===== src/rtl/turn_pkg.sv =====
// Shared definitions for the turn-control FSMs: state encoding, index codes, timing.
package turn_pkg;
    localparam int ONE_SECOND = 65000000;

    localparam logic [1:0] IDX_IDLE  = 2'd0;
    localparam logic [1:0] IDX_HOLD  = 2'd1;
    localparam logic [1:0] IDX_THROW = 2'd2;

    typedef enum logic [2:0] {
        RS_IDLE  = 3'd0,
        RS_HOLD  = 3'd1,
        RS_THROW = 3'd2,
        RS_DONE  = 3'd3,
        RS_FAULT = 3'd4
    } remote_state_t;
endpackage


===== src/rtl/pin_sync_filter.sv =====
// Two-flop synchronizer followed by a stable-count filter for an inter-board pin.
module pin_sync_filter #(
    parameter int FILTER_CYCLES = 16
) (
    input  logic clk,
    input  logic rst,
    input  logic pin,
    output logic rx_f
);
    localparam int CW = $clog2(FILTER_CYCLES + 1);
    localparam logic [CW-1:0] CNT_LAST = CW'(FILTER_CYCLES - 1);

    logic          s1;
    logic          rx_s;
    logic [CW-1:0] cnt;

    always_ff @(posedge clk) begin
        if (rst) begin
            s1   <= 1'b0;
            rx_s <= 1'b0;
            rx_f <= 1'b0;
            cnt  <= '0;
        end else begin
            s1   <= pin;
            rx_s <= s1;
            // a new level must differ from rx_f for FILTER_CYCLES samples in a row
            if (rx_s == rx_f) begin
                cnt <= '0;
            end else if (cnt == CNT_LAST) begin
                rx_f <= rx_s;
                cnt  <= '0;
            end else begin
                cnt <= cnt + CW'(1);
            end
        end
    end
endmodule


===== src/rtl/turn_remote_fsm.sv =====
// Replays the opponent's turn (hold/aim, then a timed throw) from the filtered link pin.
module turn_remote_fsm
    import turn_pkg::*;
#(
    parameter int THROW_CYCLES    = ONE_SECOND,
    parameter int FILTER_CYCLES   = 16,
    parameter int MAX_HOLD_CYCLES = 325000000
) (
    input  logic       clk,
    input  logic       rst,
    input  logic       space_pin_rx,
    input  logic       local_busy,
    output logic       enable_draw,
    output logic [1:0] index,
    output logic       throw_enable,
    output logic       turn_done,
    output logic       rx_fault
);
    localparam logic [31:0] HOLD_LAST  = 32'(MAX_HOLD_CYCLES - 1);
    localparam logic [31:0] THROW_LAST = 32'(THROW_CYCLES - 1);

    logic          rx_f;
    remote_state_t state, state_d;
    logic          armed, armed_d;
    logic [31:0]   cnt, cnt_d;

    pin_sync_filter #(.FILTER_CYCLES(FILTER_CYCLES)) u_rx_filter (
        .clk  (clk),
        .rst  (rst),
        .pin  (space_pin_rx),
        .rx_f (rx_f)
    );

    always_ff @(posedge clk) begin
        if (rst) begin
            state <= RS_IDLE;
            armed <= 1'b0;
            cnt   <= '0;
        end else begin
            state <= state_d;
            armed <= armed_d;
            cnt   <= cnt_d;
        end
    end

    always_comb begin
        state_d = state;
        armed_d = armed;
        case (state)
            RS_IDLE: begin
                // armed tracks "pin seen low since entering IDLE", so a level
                // that rose while busy or was already high cannot start a turn
                armed_d = !rx_f;
                if (armed && rx_f && !local_busy) begin
                    state_d = RS_HOLD;
                    armed_d = 1'b0;
                end
            end
            RS_HOLD: begin
                if (!rx_f)                  state_d = RS_THROW;
                else if (cnt == HOLD_LAST)  state_d = RS_FAULT;
            end
            RS_THROW: begin
                if (cnt == THROW_LAST) state_d = RS_DONE;
            end
            RS_DONE: state_d = RS_IDLE;
            RS_FAULT: begin
                if (!rx_f) begin
                    state_d = RS_IDLE;
                    armed_d = 1'b1;
                end
            end
            default: state_d = RS_IDLE;
        endcase

        if (state_d != state || !(state == RS_HOLD || state == RS_THROW))
            cnt_d = '0;
        else
            cnt_d = cnt + 32'd1;
    end

    always_comb begin
        enable_draw  = 1'b0;
        index        = IDX_IDLE;
        throw_enable = 1'b0;
        turn_done    = 1'b0;
        rx_fault     = 1'b0;
        case (state)
            RS_HOLD: begin
                enable_draw = 1'b1;
                index       = IDX_HOLD;
            end
            RS_THROW: begin
                throw_enable = 1'b1;
                index        = IDX_THROW;
            end
            RS_DONE: begin
                turn_done = 1'b1;
                index     = IDX_THROW;
            end
            RS_FAULT: rx_fault = 1'b1;
            default: ;
        endcase
    end
endmodule


===== config.mk =====
export PLATFORM = sky130hd
export DESIGN_NAME = turn_remote_fsm
export DESIGN_NICKNAME = d
export VERILOG_FILES = /design/src/rtl/turn_pkg.sv /design/src/rtl/pin_sync_filter.sv /design/src/rtl/turn_remote_fsm.sv
export SDC_FILE = /design/constraint.sdc
export NUM_CORES = 1
export LEC_CHECK = 0
export CELL_PAD_IN_SITES_DETAIL_PLACEMENT = 1
export CELL_PAD_IN_SITES_GLOBAL_PLACEMENT = 1
export CORE_ASPECT_RATIO = 0.6
export CORE_MARGIN = 8
export CORE_UTILIZATION = 41
export CTS_CLUSTER_SIZE = 16
export DETAILED_ROUTE_END_ITERATION = 16
export MAX_ROUTING_LAYER = met4
export PLACE_DENSITY_LB_ADDON = 0.1
export SYNTH_ARGS = -nofsm -noshare
export SYNTH_HDL_FRONTEND = slang
export SYNTH_HIERARCHICAL = 1
export SYNTH_SLANG_ARGS = --single-unit

===== constraint.sdc =====
create_clock -name clk -period 2 [get_ports clk]
set_clock_uncertainty 0.05 [all_clocks]
set_input_delay 0.3 -clock clk [delete_from_list [all_inputs] [get_ports clk]]
set_output_delay 0.3 -clock clk [all_outputs]
set_load 0.005 [all_outputs]

Word level (Yosys, flattened, before mapping)
Index checks and enable logic that the tools add are counted.
Word-level totals
  register bits after elaboration: 44
  input bits: 4
  output and inout port bits: 6
  logic and storage cells: 48
Cells by class
  $add $sub $neg: 2
  eq/ne operators: 10
  muxes and demuxes: 14
  bitwise operators: 1
  reductions and logical operators: 14
Operator list (count)
  $add A32 B1 Y32 const B: 1
  $eq A32 B26 Y1 const B: 1
  $eq A32 B29 Y1 const B: 1
  $mux W3: 5
  $pmux W3 S4: 1
  $eq A3 B2 Y1 const B: 2
  $mux W1: 6
  $add A5 B1 Y5 const B: 1
  $eq A5 B4 Y1 const B: 1
  $pmux W2 S2: 1
  $reduce_and A2 Y1: 2
  $reduce_or A2 Y1: 2
  $eq A3 B1 Y1 const B: 1
  $eq A3 B3 Y1 const B: 1
  $logic_not A1 Y1: 3
  $logic_not A3 Y1: 1
  $ne A3 B3 Y1: 1
  $reduce_or A3 Y1: 1
  $logic_and A1 B1 Y1: 2
  $logic_or A1 B1 Y1: 2
  $ne A2 B2 Y1 const B: 1
  $pmux W1 S2: 1
  $reduce_bool A2 Y1: 1
  $eq A1 B1 Y1: 1
  $not A1 Y1: 1

Depth between registers and ports, before layout
Gate-level depths: netlist (run 1).
  depth after elaboration: 7
  gate-level depth with buffers: 7
  mapped depth without buffers: 5

By module
The synthesis (run 1) kept the hierarchy.
Modules (own cells, without submodules)
  turn_remote_fsm: times used 1, cells each 233, area each 2006.9 um2, seq. area each 720.7 um2
  pin_sync_filter: times used 1, cells each 27, area each 286.5 um2, seq. area each 160.2 um2

Worst setup path before layout (run 1)
OpenSTA, ideal clock, no wires.
  path type: register to register
  from: reg, netlist name cnt[9]
  to: reg, netlist name cnt[19]
  library setup time: 0.080 ns
  arrival time: 1.903 ns
  data required time: 1.870 ns
  slack: -0.032 ns
  cell stages (with the launch flop): 7
  path buffers: 2
  clock period less this slack: 2.032 ns
  cells stage by stage: dfxtp_1 -> clkbuf_1 -> nand4_1 -> or4_1 -> buf_2 -> or4_1 -> a211oi_2

==> impl_metrics.env, run 1 <==
export IMPL_crit_path_start="cnt[11]"
export IMPL_holdCritPathClass="flip-flop to flip-flop"
export IMPL_clock_sinks=44
export IMPL_criticalPathCategory="flip-flop to flip-flop"
export IMPL_grt_pass1_vias=2161
export IMPL_worstHoldPathCells=1
export IMPL_mappedNetlistNets=267
export IMPL_post_synth_main_area_contributors="dfxtp_1 (38%), or4_1 (5.2%), nor3_1 (4.8%)"
export IMPL_crit_path_start_kind="flip-flop"
export IMPL_synthesis_area_um2=2290
export IMPL_vias_per_cell=5.85
export IMPL_synth_top_area_cell="dfxtp_1"
export IMPL_highest_clock_rate_ghz=0.498
export IMPL_final_stage_net_count=312
export IMPL_timing_critical_path_cells="nand4_1, or4_4, buf_2, or4_1, a211oi_1"
export IMPL_post_cts_hold_buffer_count=0
export IMPL_finalHoldViolations=0
export IMPL_p_leak_nw=0.932
export IMPL_required_worst_endpoint_ps=2170
export IMPL_num_antenna_cells=0
export IMPL_cp_max_fo=6
export IMPL_yosys_area_top_type_share=0.384
export IMPL_routed_wire_length_per_instance_um=18.5
export IMPL_postSynth_topFlopCell="dfxtp_1"
export IMPL_synth_seq_cells=44
export IMPL_crit_path_end_kind="flip-flop"
export IMPL_maxSlewHeadroom=0.652
export IMPL_critical_path_endpoint="cnt[27]"
export IMPL_final_period_minus_worst_setup_slack_ps=2010
export IMPL_final_antenna_net_count=0
export IMPL_worst_r2r_setup_slack_ps=-8
export IMPL_synth_yosys_warnings=6
export IMPL_final_layout_size_suffix_gt1_frac=0.301
export IMPL_min_period_over_period=1.00
export IMPL_drtIter0Drc=101
export IMPL_timing_critical_path_slowest_cell_delay_ps=540
export IMPL_max_cap_viol_count=0
export IMPL_reg2reg_from="cnt[11]"
export IMPL_crit_path_top_delay_cell="or4_4"
export IMPL_cp_buffers_inverters=1
export IMPL_clk_lat_worst_skew_ps=300
export IMPL_failed_checks="negative setup slack"
export IMPL_postSynthAreaPerCell_um2=8.82
export IMPL_grt_use_total=0.176
export IMPL_layout_area_overhead_vs_synth_pct=30.0
export IMPL_post_synth_inst_count=260
export IMPL_slew_violations=0
export IMPL_portBuffers=9
export IMPL_gpl_final_weighted_congestion=0.838
export IMPL_synth_async_reset_ratio=0
export IMPL_holdWs_ps=416
export IMPL_worst_ir_drop_vdd_mv=0.268
export IMPL_cp_arrival_ps=2180
export IMPL_initial_core_utilization=0.418
export IMPL_synth_lib_cells_used_distinct=38
export IMPL_power_per_cell_area_nw_per_um2=532
export IMPL_cts_buffers_inserted=5
export IMPL_worst_setup_hold_path_clk_slew_ps=90
export IMPL_overflow=0
export IMPL_grt_antenna_before_repair=0
export IMPL_r2r_cells=5
export IMPL_clock_tree_root_cell="clkbuf_8"
export IMPL_placement_rows=21
export IMPL_die_height_um=73.9
export IMPL_clock_path_buffers=2
export IMPL_regToRegEndpoint="cnt[27]"
export IMPL_setup_viol=3
export IMPL_crit_family="simple AND/OR/NAND/NOR gates"
export IMPL_worst_path_stages=5
export IMPL_yosysSeqAreaShare=0.384
export IMPL_status="finished, violations left"
export IMPL_wire_length_of_the_first_global_routing_pass_um=11300
export IMPL_detailedPlacementHpwl_um=5000
export IMPL_pin_count_of_the_biggest_net_entering_global_routing=29
export IMPL_std_cell_core_area_um2=5490
export IMPL_htree_num_levels=2
export IMPL_tritoncts_clock_tree="yes"
export IMPL_routed_wl_um=6950
export IMPL_synth_edff_count=0
export IMPL_detail_route_first_pass_iterations=4
export IMPL_preCtsSetupSlack_ps=-66.3
export IMPL_detailroute_via_count=2195
export IMPL_final_critical_path_setup_slack_ps=-7.90
export IMPL_die_width_um=113
export IMPL_final_fill_count=662
export IMPL_setup_repair_after_global_routing_missed_its_margin="true"
export IMPL_worstMarginPinSlew_ps=518
export IMPL_die_area_um2=8320
export IMPL_io_pins=10
export IMPL_route_detailed_drc=0
## layout make-up
class / instances / area [µm²] / share of cell area
timing repair buffer: 55 / 474 / 0.159
multi-input combinational: 190 / 1380 / 0.463
tap: 69 / 86.3 / 0.0290
inverter: 9 / 33.8 / 0.0113
clock buffer: 5 / 68.8 / 0.0231
sequential: 44 / 895 / 0.300
clock inverter: 3 / 42.5 / 0.0143
## cells in the final DEF, fill, tap and decap left out, types with 7 or more instances in the layout
master            n
buf_4            40
dfxtp_1          33
nor3_1           21
nand2_1          13
nand4_1          13
o31ai_1          13
nand3_1          12
or4_1            11
nor2_1           11
a211oi_1         11
dfxtp_2          11
inv_1             9
xnor2_1           9
clkdlybuf4s50_1   9
a211oi_2          7
xor2_1            7
## worst reg2reg max path: stages, from the launching register on
cell and delay [ps]:
dfxtp_2 340, nand4_1 190, or4_4 540, buf_2 180
or4_1 400, a211oi_1 220
## through the flow
stage	area, µm²	utilization	power, W	setup TNS (ps)	std cells
floorplan	2300	-	0.000907	0	260
global placement	2700	0.492	0.000918	-20.4	360
detailed placement	2700	0.492	0.000919	-161	360
CTS	2860	0.521	0.00160	-189	371
global route	2980	0.543	0.00164	-379	375
finish	2980	0.543	0.00159	-17.3	375
## flip-flops by register name, summed over array words and instances (netlist names)
signal and flops:
u_rx_filter/rx_f 1, armed 1, u_rx_filter/cnt 5, state 3
u_rx_filter/rx_s 1, u_rx_filter/s1 1, cnt 32
## where the power goes
part	switching, W	leakage [nW]	internal, W
registers	0.00000220	0.361	0.000879
logic	0.00000729	0.517	0.0000101
clock network	0.000318	0.0541	0.000370
## routing by layer
metal  part of all wire  GRT usage
met1               0.51      0.242
met2               0.42      0.259
met3              0.064     0.0340
met4             0.0082     0.0490
met5                  0          -
## synth_stat cells (2+ instances only)
cell type,number
ha_1,3
o21ai_0,3
inv_1,9
buf_2,5
and2_1,4
nand3_1,12
xnor2_1,9
clkbuf_1,11
xor2_1,7
nor4bb_1,3
dfxtp_1,44
or3_1,5
a211oi_1,14
or4_1,16
nor4_1,5
nand2_1,13
a21oi_1,3
nand4_1,13
a211oi_2,4
nor2b_1,5
nor3b_1,3
o31ai_1,14
nor3_1,22
and4_1,5
and3_1,2
nand2b_1,2
nor4b_1,3
nor2_1,11
## logic make-up (layout without fill, tap and decap cells)
| logic type | Yosys count | count (layout) | share of synthesized area |
|---|---|---|---|
| AND/OR/NAND/NOR | 129 | 129 | 0.342 |
| flip-flops | 44 | 44 | 0.384 |
| XOR/XNOR | 16 | 16 | 0.0611 |
| AO/OA/AOI/OAI | 41 | 41 | 0.144 |
| adder cells (fa/ha/maj) | 3 | 3 | 0.0164 |
| multiplexers | 1 | 1 | 0.00436 |
| buffers and inverters | 26 | 72 | 0.0486 |
## timing repair
action / CTS / global route
setup endpoints to repair: 7 / 24
pin swaps: 5 / 12
gates cloned: 1 / 1
gates resized for setup: 11 / 19
setup buffers: 2 / 3
## how the worst min path moves through the flow
stage / from / endpoint / slack [ps]
after global routing: u_rx_filter/s1 / u_rx_filter/rx_s / 430
after CTS: u_rx_filter/s1 / u_rx_filter/rx_s / 410
final: u_rx_filter/s1 / u_rx_filter/rx_s / 420
after floorplan: rst / u_rx_filter/rx_s / 320
after detailed placement: u_rx_filter/s1 / u_rx_filter/rx_s / 380
after global placement: u_rx_filter/cnt[0] / u_rx_filter/cnt[0] / 380
Note: power is estimated with default switching activity, not from simulation.
==> run 2, diff against run 1 <==
- CTS_CLUSTER_SIZE: 16 -> 24
- SKIP_CTS_REPAIR_TIMING: unset -> 1
==> run 2 against run 1 <==
Compared with the run above: largest power group unchanged; cell count fell by 1.3%; register-to-register slack got worse by 60 ps; critical path type unchanged; non-clock buffer count fell by 5; global-route usage fell by 0.31 points; clock power barely moved; the flow still finishes with violations (negative setup slack); critical path depth did not move; largest cell class unchanged.
==> impl_metrics.env, run 2 (same netlist as run 1, synthesis figures left out) <==
export IMPL_cell_internal_pwr_w=0.00126
export IMPL_htree_num_levels=2
export IMPL_final_period_minus_worst_setup_slack_ps=2060
export IMPL_cts_buffers_inserted=5
export IMPL_pin_count_of_the_biggest_net_entering_global_routing=29
export IMPL_total_switching_power_w=0.000327
export IMPL_std_cell_core_area_um2=5490
export IMPL_number_of_flip_flops_under_the_largest_register_name=32
export IMPL_sequential_power_share=0.555
export IMPL_tritoncts_clock_tree="yes"
export IMPL_drtIter0Drc=141
export IMPL_die_height_um=73.9
export IMPL_final_core_utilization=0.535
export IMPL_io_pins=10
export IMPL_setup_repair_after_global_routing_missed_its_margin="true"
export IMPL_tns_ps=-213
export IMPL_required_worst_endpoint_ps=2170
export IMPL_initial_core_utilization=0.418
export IMPL_worst_path_stages=5
export IMPL_highest_clock_rate_ghz=0.485
export IMPL_postLayoutCellArea_um2=2940
export IMPL_global_routing_met3_resource_utilization=0.0340
export IMPL_routed_wl_um=6830
export IMPL_worst_ir_drop_vdd_mv=0.264
export IMPL_grt_antenna_before_repair=0
export IMPL_final_stage_net_count=307
export IMPL_detail_route_first_pass_iterations=4
export IMPL_max_cap_viol_count=0
export IMPL_die_area_um2=8320
export IMPL_cp_arrival_ps=2240
export IMPL_post_layout_total_power_w=0.00159
export IMPL_slew_violations=0
export IMPL_worstMarginPinSlew_ps=505
export IMPL_routed_wire_length_per_instance_um=18.5
export IMPL_cp_max_fo=8
export IMPL_min_period_over_period=1.03
export IMPL_worst_r2r_setup_slack_ps=-60
export IMPL_detailedPlacementHpwl_um=5000
export IMPL_crit_path_start_kind="flip-flop"
export IMPL_die_width_um=113
export IMPL_crit_path_top_delay_cell="or4_4"
export IMPL_globalRouteMet1Util=0.238
export IMPL_route_detailed_drc=0
export IMPL_clock_sinks=44
export IMPL_clk_lat_worst_skew_ps=310
export IMPL_grt_use_total=0.173
export IMPL_power_share_combinational=0.011
export IMPL_global_route_usage_met2=0.253
export IMPL_final_antenna_net_count=0
export IMPL_hold_path_endpoint="u_rx_filter/rx_s"
export IMPL_holdCritPathClass="flip-flop to flip-flop"
export IMPL_postPlaceCellArea_um2=2700
export IMPL_status="finished, violations left"
export IMPL_power_share_clock=0.434
export IMPL_placement_rows=21
export IMPL_overflow=0
export IMPL_detailroute_via_count=2153
export IMPL_power_per_cell_area_nw_per_um2=540
export IMPL_final_cell_mix="buf_4 (36), dfxtp_1 (34), nor3_1 (21)"
export IMPL_timing_critical_path_slowest_cell_delay_ps=600
export IMPL_regToRegEndpoint="cnt[25]"
export IMPL_final_critical_path_setup_slack_ps=-63.5
export IMPL_maxSlewHeadroom=0.661
export IMPL_num_antenna_cells=0
export IMPL_portBuffers=9
export IMPL_reg2reg_from="cnt[10]"
export IMPL_wire_length_of_the_first_global_routing_pass_um=11100
export IMPL_failed_checks="negative setup slack"
export IMPL_final_layout_size_suffix_gt1_frac=0.279
export IMPL_clock_tree_root_cell="clkbuf_8"
export IMPL_worst_setup_hold_path_clk_slew_ps=90
export IMPL_crit_path_end_kind="flip-flop"
export IMPL_gpl_final_weighted_congestion=0.838
export IMPL_timing_critical_path_cells="nand4_1, or4_4, buf_8, or4_1, a211oi_1"
export IMPL_finalHoldViolations=0
export IMPL_crit_family="simple AND/OR/NAND/NOR gates"
export IMPL_r2r_cells=5
export IMPL_criticalPathCategory="flip-flop to flip-flop"
export IMPL_layout_area_overhead_vs_synth_pct=28.0
export IMPL_p_leak_nw=0.915
export IMPL_vias_per_cell=5.82
export IMPL_registers_top_by_ff_count="cnt"
export IMPL_hp_start="u_rx_filter/s1"
export IMPL_place_inst=360
export IMPL_cp_buffers_inverters=1
export IMPL_clock_path_buffers=2
export IMPL_grt_pass1_vias=2140
export IMPL_grt_busiest_layer="met2"
export IMPL_setup_viol=6
export IMPL_netSwitchingFraction=0.206
export IMPL_final_instance_count_excl_fill=370
export IMPL_worstHoldPathCells=1
export IMPL_largest_registers="cnt: 32 flops, u_rx_filter/cnt: 5 flops, state: 3 flops"
export IMPL_leading_cell_type_in_the_layout_fill_and_taps_excluded="buf_4"
run 2: worst max path at each step:
stage,from,end,slack [ps]
after floorplan,cnt[6],cnt[2],10
after global placement,cnt[12],cnt[23],-9
after detailed placement,cnt[11],cnt[19],-70
after CTS,cnt[11],cnt[19],-100
after global routing,cnt[12],cnt[25],-140
final,cnt[10],cnt[25],-60
run 2: final cells by class:
| type | instances | area [µm²] |
|---|---|---|
| fill | 664 | 2560 |
| multi-input combinational | 190 | 1370 |
| sequential | 44 | 893 |
| timing repair buffer | 50 | 443 |
| tap | 69 | 86.3 |
| clock buffer | 5 | 68.8 |
| clock inverter | 3 | 42.5 |
| inverter | 9 | 33.8 |
run 2: power by group through the flow:
stage | logic, W | clock network [W] | registers, W
floorplan | 0.00000585 | 0 | 0.000901
global placement | 0.0000166 | 0 | 0.000901
detailed placement | 0.0000179 | 0 | 0.000901
CTS | 0.0000180 | 0.000702 | 0.000881
global route | 0.0000195 | 0.000741 | 0.000881
finish | 0.0000175 | 0.000688 | 0.000881
run 2: metal layers:
| metal | up-vias | wire (µm) |
|---|---|---|
| met4 | 0 | 54 |
| met1 | 1049 | 3670 |
| met3 | 4 | 322 |
| met2 | 34 | 2780 |
| met5 | - | 0 |
| li1 | 1066 | - |
run 2: metrics by stage:
stage / worst slack (ps) / hold slack [ps]
after detailed placement: -66.3 / 375
final: -63.5 / 416
after CTS: -97.9 / 415
after floorplan: 12.8 / 322
after global placement: -8.63 / 382
after global routing: -137 / 434
